[src/rtl/mem_req_arbiter.sv]
// Arbitrates an instruction and a data requester onto one RAM port, data first,
// with an instruction starvation override. Optional RAM-timeout fault: MEM_ARB_TIMEOUT_EN.
module mem_req_arbiter #(
  parameter int STARVE_LIMIT   = 4,
  parameter int TIMEOUT_CYCLES = 255
) (
  input  logic        CLK,
  input  logic        RST,
  input  logic        iREN,
  input  logic [31:0] iaddr,
  output logic        iwait,
  output logic [31:0] iload,
  input  logic        dREN,
  input  logic        dWEN,
  input  logic [31:0] daddr,
  input  logic [31:0] dstore,
  output logic        dwait,
  output logic [31:0] dload,
  output logic        ramREN,
  output logic        ramWEN,
  output logic [31:0] ramaddr,
  output logic [31:0] ramstore,
  input  logic [31:0] ramload,
  input  logic        ramready,
  output logic        fault
);

`ifdef MEM_ARB_TIMEOUT_EN
  typedef enum logic [1:0] {IDLE, IACC, DACC, FAULT} state_e;
  localparam int TMO_W = (TIMEOUT_CYCLES > 1) ? $clog2(TIMEOUT_CYCLES) : 1;
  localparam logic [TMO_W-1:0] TMO_LAST = TMO_W'(TIMEOUT_CYCLES - 1);
`else
  typedef enum logic [1:0] {IDLE, IACC, DACC} state_e;
`endif

  localparam logic [7:0] STARVE_MAX = 8'(STARVE_LIMIT);

  state_e      state_q, state_d;
  logic [7:0]  starve_q, starve_d;
  logic [31:0] addr_q, addr_d;
  logic [31:0] store_q, store_d;
  logic        wen_q, wen_d;
`ifdef MEM_ARB_TIMEOUT_EN
  logic [TMO_W-1:0] tmo_q, tmo_d;
  logic             fault_q, fault_d;
`endif

  logic d_req;
  logic in_acc;
  logic i_done;
  logic d_done;

  assign d_req = dREN | dWEN;

  always_comb begin
    // NOTE: every comb output gets a default first so no path can infer a latch.
    state_d  = state_q;
    starve_d = starve_q;
    addr_d   = addr_q;
    store_d  = store_q;
    wen_d    = wen_q;
`ifdef MEM_ARB_TIMEOUT_EN
    tmo_d    = tmo_q;
    fault_d  = fault_q;
`endif
    case (state_q)
      IDLE: begin
`ifdef MEM_ARB_TIMEOUT_EN
        tmo_d = '0;
`endif
        // Data normally wins; a held iREN that has watched STARVE_LIMIT data grants goes first.
        if (iREN && (starve_q == STARVE_MAX)) begin
          state_d  = IACC;
          addr_d   = iaddr;
          store_d  = '0;
          wen_d    = 1'b0;
          starve_d = '0;
        end else if (d_req) begin
          state_d = DACC;
          addr_d  = daddr;
          store_d = dstore;
          wen_d   = dWEN;
          if (iREN) starve_d = starve_q + 8'd1;
        end else if (iREN) begin
          state_d  = IACC;
          addr_d   = iaddr;
          store_d  = '0;
          wen_d    = 1'b0;
          starve_d = '0;
        end
      end
      IACC, DACC: begin
        if (ramready) begin
          state_d = IDLE;
`ifdef MEM_ARB_TIMEOUT_EN
        end else if (tmo_q == TMO_LAST) begin
          state_d = FAULT;
          fault_d = 1'b1;
        end else begin
          tmo_d = tmo_q + 1'b1;
`endif
        end
      end
      default: state_d = state_q;
    endcase
  end

  // NOTE: sequential state uses non-blocking assignments only.
  always_ff @(posedge CLK or posedge RST) begin
    if (RST) begin
      state_q  <= IDLE;
      starve_q <= '0;
      addr_q   <= '0;
      store_q  <= '0;
      wen_q    <= 1'b0;
`ifdef MEM_ARB_TIMEOUT_EN
      tmo_q    <= '0;
      fault_q  <= 1'b0;
`endif
    end else begin
      state_q  <= state_d;
      starve_q <= starve_d;
      addr_q   <= addr_d;
      store_q  <= store_d;
      wen_q    <= wen_d;
`ifdef MEM_ARB_TIMEOUT_EN
      tmo_q    <= tmo_d;
      fault_q  <= fault_d;
`endif
    end
  end

  // RAM port is driven only from the values latched at grant.
  always_comb begin
    in_acc   = (state_q == IACC) || (state_q == DACC);
    i_done   = (state_q == IACC) && ramready;
    d_done   = (state_q == DACC) && ramready;
    ramREN   = in_acc && !wen_q;
    ramWEN   = in_acc && wen_q;
    ramaddr  = in_acc ? addr_q  : '0;
    ramstore = in_acc ? store_q : '0;
    iwait    = iREN  && !i_done;
    dwait    = d_req && !d_done;
    iload    = i_done ? ramload : '0;
    dload    = (d_done && !wen_q) ? ramload : '0;
  end

`ifdef MEM_ARB_TIMEOUT_EN
  assign fault = fault_q;
`else
  assign fault = 1'b0;
`endif

endmodule

[config.mk]
export PLATFORM = sky130hd
export DESIGN_NAME = mem_req_arbiter
export DESIGN_NICKNAME = d
export VERILOG_FILES = /design/src/rtl/mem_req_arbiter.sv
export SDC_FILE = /design/constraint.sdc
export NUM_CORES = 1
export LEC_CHECK = 0
export BUFFER_PORTS_ARGS = -buffer_cell sky130_fd_sc_hd__buf_2
export CAP_MARGIN = 20
export CORE_MARGIN = 5
export CORE_UTILIZATION = 35
export CTS_CLUSTER_DIAMETER = 80
export DETAILED_ROUTE_END_ITERATION = 8
export GPL_TIMING_DRIVEN = 0
export PLACE_DENSITY = 0.68
export SLEW_MARGIN = 20
export SYNTH_ARGS = -nofsm -noshare
export SYNTH_HDL_FRONTEND = slang
export SYNTH_SLANG_ARGS = --single-unit
export TNS_END_PERCENT = 30
[constraint.sdc]
create_clock -name CLK -period 5.6 [get_ports CLK]
set_clock_uncertainty 0.15 [all_clocks]
set_input_delay 1.12 -clock CLK [delete_from_list [all_inputs] [get_ports CLK]]
set_output_delay 1.12 -clock CLK [all_outputs]
set_load 0.05 [all_outputs]
== Word level (Yosys, flattened, before mapping) ==
Index checks and enable logic that the tools add are counted.
Word-level totals
  register bits: 75
  input port bits: 134
  output and inout bits: 133
  word-level logic and storage cells: 54
Cells by class
  add/subtract/negate cells: 1
  equal/unequal tests: 5
  multiplexer cells: 22
  bitwise gates (word level): 1
  reduce and logical (&&, ||, !) cells: 20
Operators with widths (number)
  two-way mux 32 bit: 10
  two-way mux 8 bit: 4
  adder 8 x 1 -> 8 bit, second input constant: 1
  equality test 8 x 3 -> 1 bit, second input constant: 1
  logical AND 1 bit: 8
  two-way mux 2 bit: 4
  != test 4 bit, second input constant: 1
  case mux 2 bit (2 select lines): 1
  AND reduction 2 bit: 2
  nonzero test 2 bit: 2
  zero test 1 bit: 3
  two-way mux 1 bit: 3
  AND reduction 3 bit: 1
  nonzero test 3 bit: 1
  equality test 2 x 1 -> 1 bit, second input constant: 1
  equality test 2 bit, second input constant: 1
  zero test 2 bit: 1
  != test 2 bit, second input constant: 1
  OR reduction 2 bit: 1
  logical OR 1 bit: 1
  OR 1 bit: 1

== Depth between registers and ports, before layout ==
Gate-level depths: netlist of run 1.
  depth in word-level cells: 4
  gate-level depth with buffers: 8
  gate-level depth less buffers: 6

== Least setup slack after synthesis of run 1 ==
No wires, ideal clock.
  path kind: input -> output
  from: input ramready
  to: output iwait
  arrival time: 2423 ps
  data required time: 4330 ps
  setup slack: 1907 ps
  stages on the path: 2
  buffers on the path: 1
  cell sequence: clkbuf_1 > a21boi_0
On the way
  longest elaborated chain between the ends: 3
Ends and longest elaborated chain
  start: declaration: RTL line 24  | input logic ramready,
  logical AND 1 bit: RTL line 136  | i_done = (state_q == IACC) && ramready;
  zero test 1 bit: RTL line 142  | iwait = iREN && !i_done;
  logical AND 1 bit: RTL line 142
  end: declaration: RTL line 11  | output logic iwait,
Every way passes these cells.

== Worst setup path after layout of run 1 ==
  from: register state_q[0]
  to: output ramWEN
On the way
  longest elaborated chain between the ends: 3
  elaborated cells between the ends (all ways): 4
  classes of those cells: eq/ne: 2; reduce/logical: 2
Ends and longest elaborated chain
  start: declaration: RTL line 38  | state_e state_q, state_d;
  start signal: assignment: RTL line 121  | state_q <= state_d;
  equality test 2 x 1 -> 1 bit or equality test 2 bit (tied branches): RTL line 135  | in_acc = (state_q == IACC) || (state_q == DACC);
  logical OR 1 bit *: RTL line 135
  logical AND 1 bit *: RTL line 139  | ramWEN = in_acc && wen_q;
  end: declaration: RTL line 20  | output logic ramWEN,
Mark *: on every way between the ends. The rest lies on a longest branch, timed or not.

==> results.tsv, run 1 <==
stage	metric	value	unit
yosys	compound-cell area share of the yosys netlist	0.0991	
power	internal power	1880	uW
placed_design	post-DP HPWL	12.5	mm
placed_design	Port Buffers	265	
grt	global router's overall resource usage	0.216	
setup_path	category of the most critical setup path	reg2out	
power	Final Total Pwr	4390	uW
yosys	mux share of post-synthesis cell area	0	
clock_tree	number of buffers created by CTS	9	
sta	Setup TNS	0	ns
sta	fin crit share	0.684	
yosys	Post-synth EDFFs	0	
placed_design	final estimated routing congestion in global placement	0.875	
power	share of total power consumed by net switching	0.573	
clock_tree	maximum clock insertion buffer count	2	
grt	wire length of the first global-routing pass	24.4	mm
setup_path	Largest delay share family, worst path	buffers and inverters	
clock_tree	CTS tree	yes	
detailed_routing	Post-route DRC	0	
detailed_routing	vias after detailed routing	4683	
floorplanning	horizontal extent of the die	120	um
grt	Overflow after GRT	0	
grt	vias in the first global route	4596	
detailed_routing	DR vias/cell	4.85	
yosys	Yosys warnings	0	
power	sequential share of power	0.210	
clock_tree	setup fix buffers added after clock tree synthesis	0	
setup_path	most used cell, CP	clkbuf_1	
detailed_routing	total routed wirelength	15.8	mm
layout	final net count	950	
sta	time the worst path needs with I/O delays and setup	3.83	ns
layout	proportion of layout cells with a drive suffix above 1	0.368	
run	max-cap viol count	0	
yosys	dominant cell by count in the synthesized netlist	nand2_1	
sta	final hold violation count	0	
power	worst-case vdd ir drop	0.000370	V
power	power density over cell area	721	mW/mm^2
floorplanning	core box area	0.0120	mm^2
power	switching component of the power	2510	uW
clock_tree	clock sink count	75	
floorplanning	initial standard-cell utilization of the core	0.354	
floorplanning	total die area	0.0144	mm^2
yosys	Yosys top cell by area	dfrtp_1	
grt	antenna violations before repair	4	
detailed_routing	number of iterations in the first detailed-routing pass	5	
setup_path	Crit. End Element	primary output	
layout	final instance area	0.00609	mm^2
floorplanning	number of primary I/O pins	267	
yosys	dominant combinational cell family by area after synthesis	simple AND/OR/NAND/NOR gates	
sta	max-slew headroom at the worst pin	0.580	
sta	worst hold margin	0.307	ns
layout	Area growth syn-to-layout	43.5	%
sta	transition time of the tightest slew-check pin	0.630	ns
yosys	Net Count, Synth	673	
yosys	adder and majority gate portion of the synthesized area	0.0148	
yosys	parity-gate share of the synthesized area counting xor and xnor cells	0.00620	
yosys	Synth top cells by count	nand2_1, and2_1, dfrtp_1	
detailed_routing	remaining antenna violation count	0	
yosys	mean area per synthesized cell	7.94	um^2
yosys	Async S/R FF share, synth	1.00	
yosys	netlist area before placement	0.00424	mm^2
power	Static Leak	0.00346	uW
layout	count of placed standard cells in the final layout, fillers left out	966	
yosys	portion of the post-synthesis area used by sequential elements	0.443	
power	Clock Power Share	0.135	
clock_tree	clock-pin transition on the worst setup and hold timing paths	0.06	ns
clock_tree	Clock Latency Late Sink	0.33	ns
yosys	post-synth cell types	33	
floorplanning	Site Rows	40	
setup_path	required time at the worst-slack endpoint	4.33	ns
grt	largest net degree at the start of global routing	41	
setup_path	crit path launch type	register	
clock_tree	post-cts sizing count	0	
sta	count of final setup violators	0	
setup_path	crit path cell chain	inv_1, ha_1, clkbuf_1, clkbuf_1, and2_1, buf_2	
yosys	Area contributors post-synth	dfrtp_1, and2_1, nand2_1	
yosys	simple-gate share of the synthesized area	0.384	
yosys	synthesized instance count	534	
yosys	area share of the largest cell type after synthesis	0.443	
setup_path	cell with the biggest individual delay on the critical path	clkbuf_1	
clock_tree	root buffer selected by CTS	clkbuf_16	
sta	maximum clock rate	0.261	GHz
placed_design	cell count after placement	947	
clock_tree	count of hold buffers inserted by post-cts repair	0	
setup_path	Bufs and invs on worst path	4	
clock_tree	CTS H-tree lvls	3	
sta	unrepaired setup endpoints after global routing	no	
yosys	register bit total from synthesis	75	
setup_path	critical path fanouts, max	10	
hold_path	path class of the lowest-slack min-delay path	reg2reg	
detailed_routing	DR WL/cell	16.4	um
setup_path	arrival time of the worst setup path	2.56	ns
detailed_routing	1st-iter DRT viols	183	
placed_design	cell area after placement	0.00577	mm^2
run_status	result of the run	finished, final reports clean	
setup_path	CP peak stage delay	0.49	ns
sta	Max Transition Viols Final	0	
floorplanning	vertical die dimension	120	um
power	part of the total power dissipated in combinational logic	0.655	
yosys	most frequently used flop master after synthesis	dfrtp_1	
## power groups by stage
| stage | sequential [uW] | clock [uW] | combinational (uW) |
|---|---|---|---|
| finish | 921 | 592 | 2880 |
| global route | 950 | 633 | 3100 |
| CTS | 922 | 607 | 2910 |
| detailed placement | 930 | 0 | 2900 |
| global placement | 920 | 0 | 2890 |
| floorplan | 893 | 0 | 2200 |
## metrics by stage
stage / util / setup WS, ns
2_1_floorplan: - / 1.91
3_3_place_gp: 0.481 / 1.31
3_5_place_dp: 0.483 / 1.87
4_1_cts: 0.508 / 1.70
5_1_grt: 0.509 / 1.59
6_report: 0.509 / 1.77
## registers in the layout (all words and copies together), names as in the netlist
signal and cells:
state_q 2, addr_q 32, wen_q 1, starve_q 8, store_q 32
## path summary, 6_finish.rpt
| path | startpoint | to | slack, ns | cells after the start |
|---|---|---|---|---|
| max | state_q[0] | ramWEN | 1.77 | 6 |
| max reg2reg | starve_q[0] | store_q[12] | 3.36 | 8 |
| min | store_q[20] | store_q[20] | 0.31 | 2 |
| max in group asynchronous | RST | wen_q | 4.03 | 3 |
| min reg2reg | store_q[20] | store_q[20] | 0.31 | 2 |
| min in group asynchronous | RST | store_q[3] | 0.67 | 2 |
## cells in the final DEF (no fill, tap or decap), types with 2 or more instances in the layout
master	n
clkinvlp_4	2
nand2_1	101
a32o_1	2
nor3_1	7
ha_1	5
buf_4	4
nand3_1	35
buf_1	3
dfrtp_1	75
nand4_1	2
and2_1	98
o21ai_0	5
clkbuf_1	26
clkbuf_8	2
xor2_1	3
buf_2	274
diode_2	4
nor2_1	40
inv_1	6
a21oi_1	63
clkbuf_16	9
and3_1	34
## cells by family (layout without fill, tap and decap cells)
group                      count (synthesis)  in the layout
and+or+nand+nor                          322            322
adders and majority gates                  5              5
DFF                                       75             75
AOI/OAI and AO/OA                         78             78
other                                      1              5
xor gates and xnor gates                   3              3
buffers and inverters                     50            331
## worst min-delay path, delay by kind of cell, from the launching register on
kind / cells / cell delay, ns
and+or+nand+nor: 2 / 0.09
DFF: 1 / 0.33
## layer usage
layer,routed length [um],GRT usage,part of all wire,vias to the layer above
met1,6020,0.250,0.38,2160
met5,0,0,0,-
li1,-,-,-,2300
met4,350,0.0873,0.022,0
met3,1340,0.0622,0.084,25
met2,8130,0.375,0.51,198
## area by class of cell
class	count	area, um^2
plain buffers	43	195
clock inverters	4	50.0
repair buffers	266	1350
well taps	147	184
clock buffers	11	253
multi-input cells	409	2140
flip-flops and latches	75	1880
diodes	4	10.0
inverters	7	28.8
fillers	1241	5880
(Power assumes the default switching activity.)
==> run 2, diff against run 1 <==
Settings changed: ABC_AREA set to 1.
Clock period 5.6 ns to 3.23 ns, I/O delays scaled along.
==> results.tsv, run 2 <==
stage	metric	value	unit	change
setup_path	crit path launch	state_q[0]		
detailed_routing	vias after detailed routing	5422		+16%
yosys	mux share of post-synthesis cell area	0		unchanged
grt	Overflow after GRT	0		unchanged
layout	most frequent standard cell in the layout excluding fill and tap cells	buf_2		
yosys	portion of the post-synthesis area used by sequential elements	0.395		-0.0480
sta	worst hold margin	0.108	ns	-0.200 ns
clock_tree	root buffer selected by CTS	clkbuf_16		
detailed_routing	1st-iter DRT viols	307		+68%
yosys	post-synth cell types	26		-21%
yosys	most frequently used flop master after synthesis	dfrtp_1		
power	power density over cell area	1110	mW/mm^2	+53%
clock_tree	CTS H-tree lvls	3		unchanged
layout	antenna diode count	0		-4
yosys	Net Count, Synth	889		+32%
clock_tree	number of buffers created by CTS	9		unchanged
yosys	dominant cell by count in the synthesized netlist	nand2_1		
placed_design	pre-CTS WS	0.312	ns	-1.56 ns
placed_design	post-DP HPWL	12.6	mm	+1.5%
detailed_routing	number of iterations in the first detailed-routing pass	5		unchanged
power	worst-case vdd ir drop	0.000570	V	+54%
setup_path	R2R setup slack	1.28	ns	-2.08 ns
yosys	Synth top cells by count	nand2_1, inv_1, nor2_1		
clock_tree	post-cts sizing count	3		+3
yosys	compound-cell area share of the yosys netlist	0.0426		-0.0565
sta	unrepaired setup endpoints after global routing	no		
yosys	mean area per synthesized cell	6.34	um^2	-20%
layout	final net count	1166		+23%
yosys	Yosys top cell by area	dfrtp_1		
grt	largest net degree at the start of global routing	57		+39%
floorplanning	vertical die dimension	127	um	+5.4%
setup_path	capturing point of the worst reg2reg path	store_q[11]		
floorplanning	core box area	0.0133	mm^2	+11%
yosys	simple-gate share of the synthesized area	0.356		-0.0277
setup_path	arrival time of the worst setup path	2.20	ns	-0.36 ns
yosys	register bit total from synthesis	75		unchanged
grt	wire length of the first global-routing pass	25.5	mm	+4.6%
sta	fin crit share	0.927		
layout	proportion of layout cells with a drive suffix above 1	0.320		-0.0483
setup_path	critical path fanouts, max	10		unchanged
power	Static Leak	0.00456	uW	+32%
sta	final hold violation count	0		unchanged
yosys	synthesized instance count	750		+40%
sta	maximum clock rate	0.334	GHz	
sta	Max Transition Viols Final	0		unchanged
detailed_routing	DR WL/cell	13.3	um	-19%
grt	global router's overall resource usage	0.195		-0.0214
floorplanning	initial standard-cell utilization of the core	0.358		+0.00321
yosys	netlist area before placement	0.00476	mm^2	+12%
grt	antenna violations before repair	0		-4
sta	max-slew headroom at the worst pin	0.658		+0.0783
detailed_routing	DR vias/cell	4.49		-7.4%
yosys	area share of the largest cell type after synthesis	0.395		-0.0480
placed_design	Port Buffers	265		unchanged
sta	count of final setup violators	0		unchanged
floorplanning	horizontal extent of the die	127	um	+5.4%
floorplanning	total die area	0.0160	mm^2	+11%
yosys	Area contributors post-synth	dfrtp_1, nand2_1, inv_1		
clock_tree	setup fix buffers added after clock tree synthesis	0		unchanged
clock_tree	CTS tree	yes		
hold_path	path class of the lowest-slack min-delay path	in2async		
clock_tree	maximum clock insertion buffer count	2		unchanged
yosys	Post-synth EDFFs	0		unchanged
layout	final instance area	0.00664	mm^2	+9.1%
setup_path	Crit Reg-Reg Startpoint	state_q[0]		
placed_design	final estimated routing congestion in global placement	0.844		-3.6%
layout	Area growth syn-to-layout	39.6	%	
clock_tree	clock-pin transition on the worst setup and hold timing paths	0.06	ns	about the same
detailed_routing	Post-route DRC	0		unchanged
setup_path	crit path launch type	register		
floorplanning	number of primary I/O pins	267		unchanged
yosys	parity-gate share of the synthesized area counting xor and xnor cells	0.00552		-0.000672
run_status	result of the run	finished, final reports clean		
yosys	Async S/R FF share, synth	1.00		unchanged
sta	final setup slack of the worst path	0.236	ns	-1.53 ns
placed_design	cell area after placement	0.00633	mm^2	+9.7%
clock_tree	count of hold buffers inserted by post-cts repair	0		unchanged
yosys	Yosys warnings	0		unchanged
setup_path	Worst Reg-to-Reg Cells	7		-1
floorplanning	Site Rows	42		+5.0%
layout	registers with the most flip-flops	addr_q (32), store_q (32), starve_q (8)		
clock_tree	clock sink count	75		unchanged
yosys	adder and majority gate portion of the synthesized area	0.0132		-0.00160
detailed_routing	remaining antenna violation count	0		unchanged
run	max-cap viol count	0		unchanged
sta	transition time of the tightest slew-check pin	0.513	ns	-0.117 ns
grt	vias in the first global route	5224		+14%
detailed_routing	total routed wirelength	16.1	mm	+1.4%
layout	leading cell types in the layout, fill and taps excluded	buf_2, nand2_1, inv_1, nor2_1, dfrtp_1		
setup_path	Crit. End Element	primary output		
setup_path	required time at the worst-slack endpoint	2.43	ns	-1.90 ns
yosys	dominant combinational cell family by area after synthesis	simple AND/OR/NAND/NOR gates		
sta	time the worst path needs with I/O delays and setup	2.99	ns	
setup_path	category of the most critical setup path	reg2out		
clock_tree	Clock Latency Late Sink	0.33	ns	about the same
==> run 2: changes by cell type after synthesis, moves of 3 or more <==
cell	before	now
nand2_1	101	230
and3_1	34	0
inv_1	7	176
a21oi_1	63	2
nor2_1	40	81
nand3_1	35	71
o21ai_0	5	33
buf_2	9	12
and2_1	98	0
clkbuf_1	26	21
nand2_2	0	22
nor3_1	7	3
==> run 2: final cells by class <==
class,count,area (um^2)
Fill cell,1410,6660
Multi-Input combinational cell,457,1990
Sequential cell,75,1880
Timing Repair Buffer,266,1350
Inverter,177,667
Clock buffer,10,229
Buffer,41,229
Tap cell,176,220
Clock inverter,6,73.8
==> run 2: worst max path at each step <==
stage          slack, ns            to  depth (start not counted)
2_1_floorplan       0.52     addr_q[0]                          1
3_3_place_gp       -0.51   store_q[14]                          2
3_5_place_dp        0.31  ramstore[19]                          7
4_1_cts             0.03    ramaddr[6]                          7
5_1_grt             0.03    ramaddr[9]                          7
6_report            0.24  ramstore[15]                          7
==> run 2: metal layers <==
layer  vias up  GRT usage  part of all wire
li1       2720          -                 -
met5         -          0                 0
met4         0     0.0625             0.025
met1      2438      0.233              0.41
met3        29     0.0467             0.083
met2       235      0.344              0.48
==> run 2: through the flow <==
stage	utilization	setup TNS (ns)	instances	power (uW)
2_1_floorplan	-	0	750	5120
3_3_place_gp	0.474	-38.06	1191	6290
3_5_place_dp	0.476	0	1192	6340
4_1_cts	0.499	0	1208	7410
5_1_grt	0.499	0	1208	7870
6_report	0.499	0	1208	7340
==> run 2: critical path, stage by stage, from the launching register on <==
cell,delay [ns]
dfrtp_1,0.37
inv_1,0.07
ha_1,0.32
clkbuf_2,0.27
clkbuf_1,0.39
nand2_1,0.11
inv_1,0.07
buf_2,0.26
==> run 2: kinds of logic (layout without fill, tap and decap cells) <==
logic type,after synthesis,in the layout
other cells,1,1
compound gates,38,38
fa+ha+maj,5,5
xor+xnor,3,3
simple gates,410,410
buf+inv,218,500
flops,75,75
==> run 2: where the power goes <==
part           total [uW]  internal [uW]  switching [uW]
registers            1620           1380             239
clock network        1040            608             434
logic                4690           1090            3600
total                7340           3080            4270
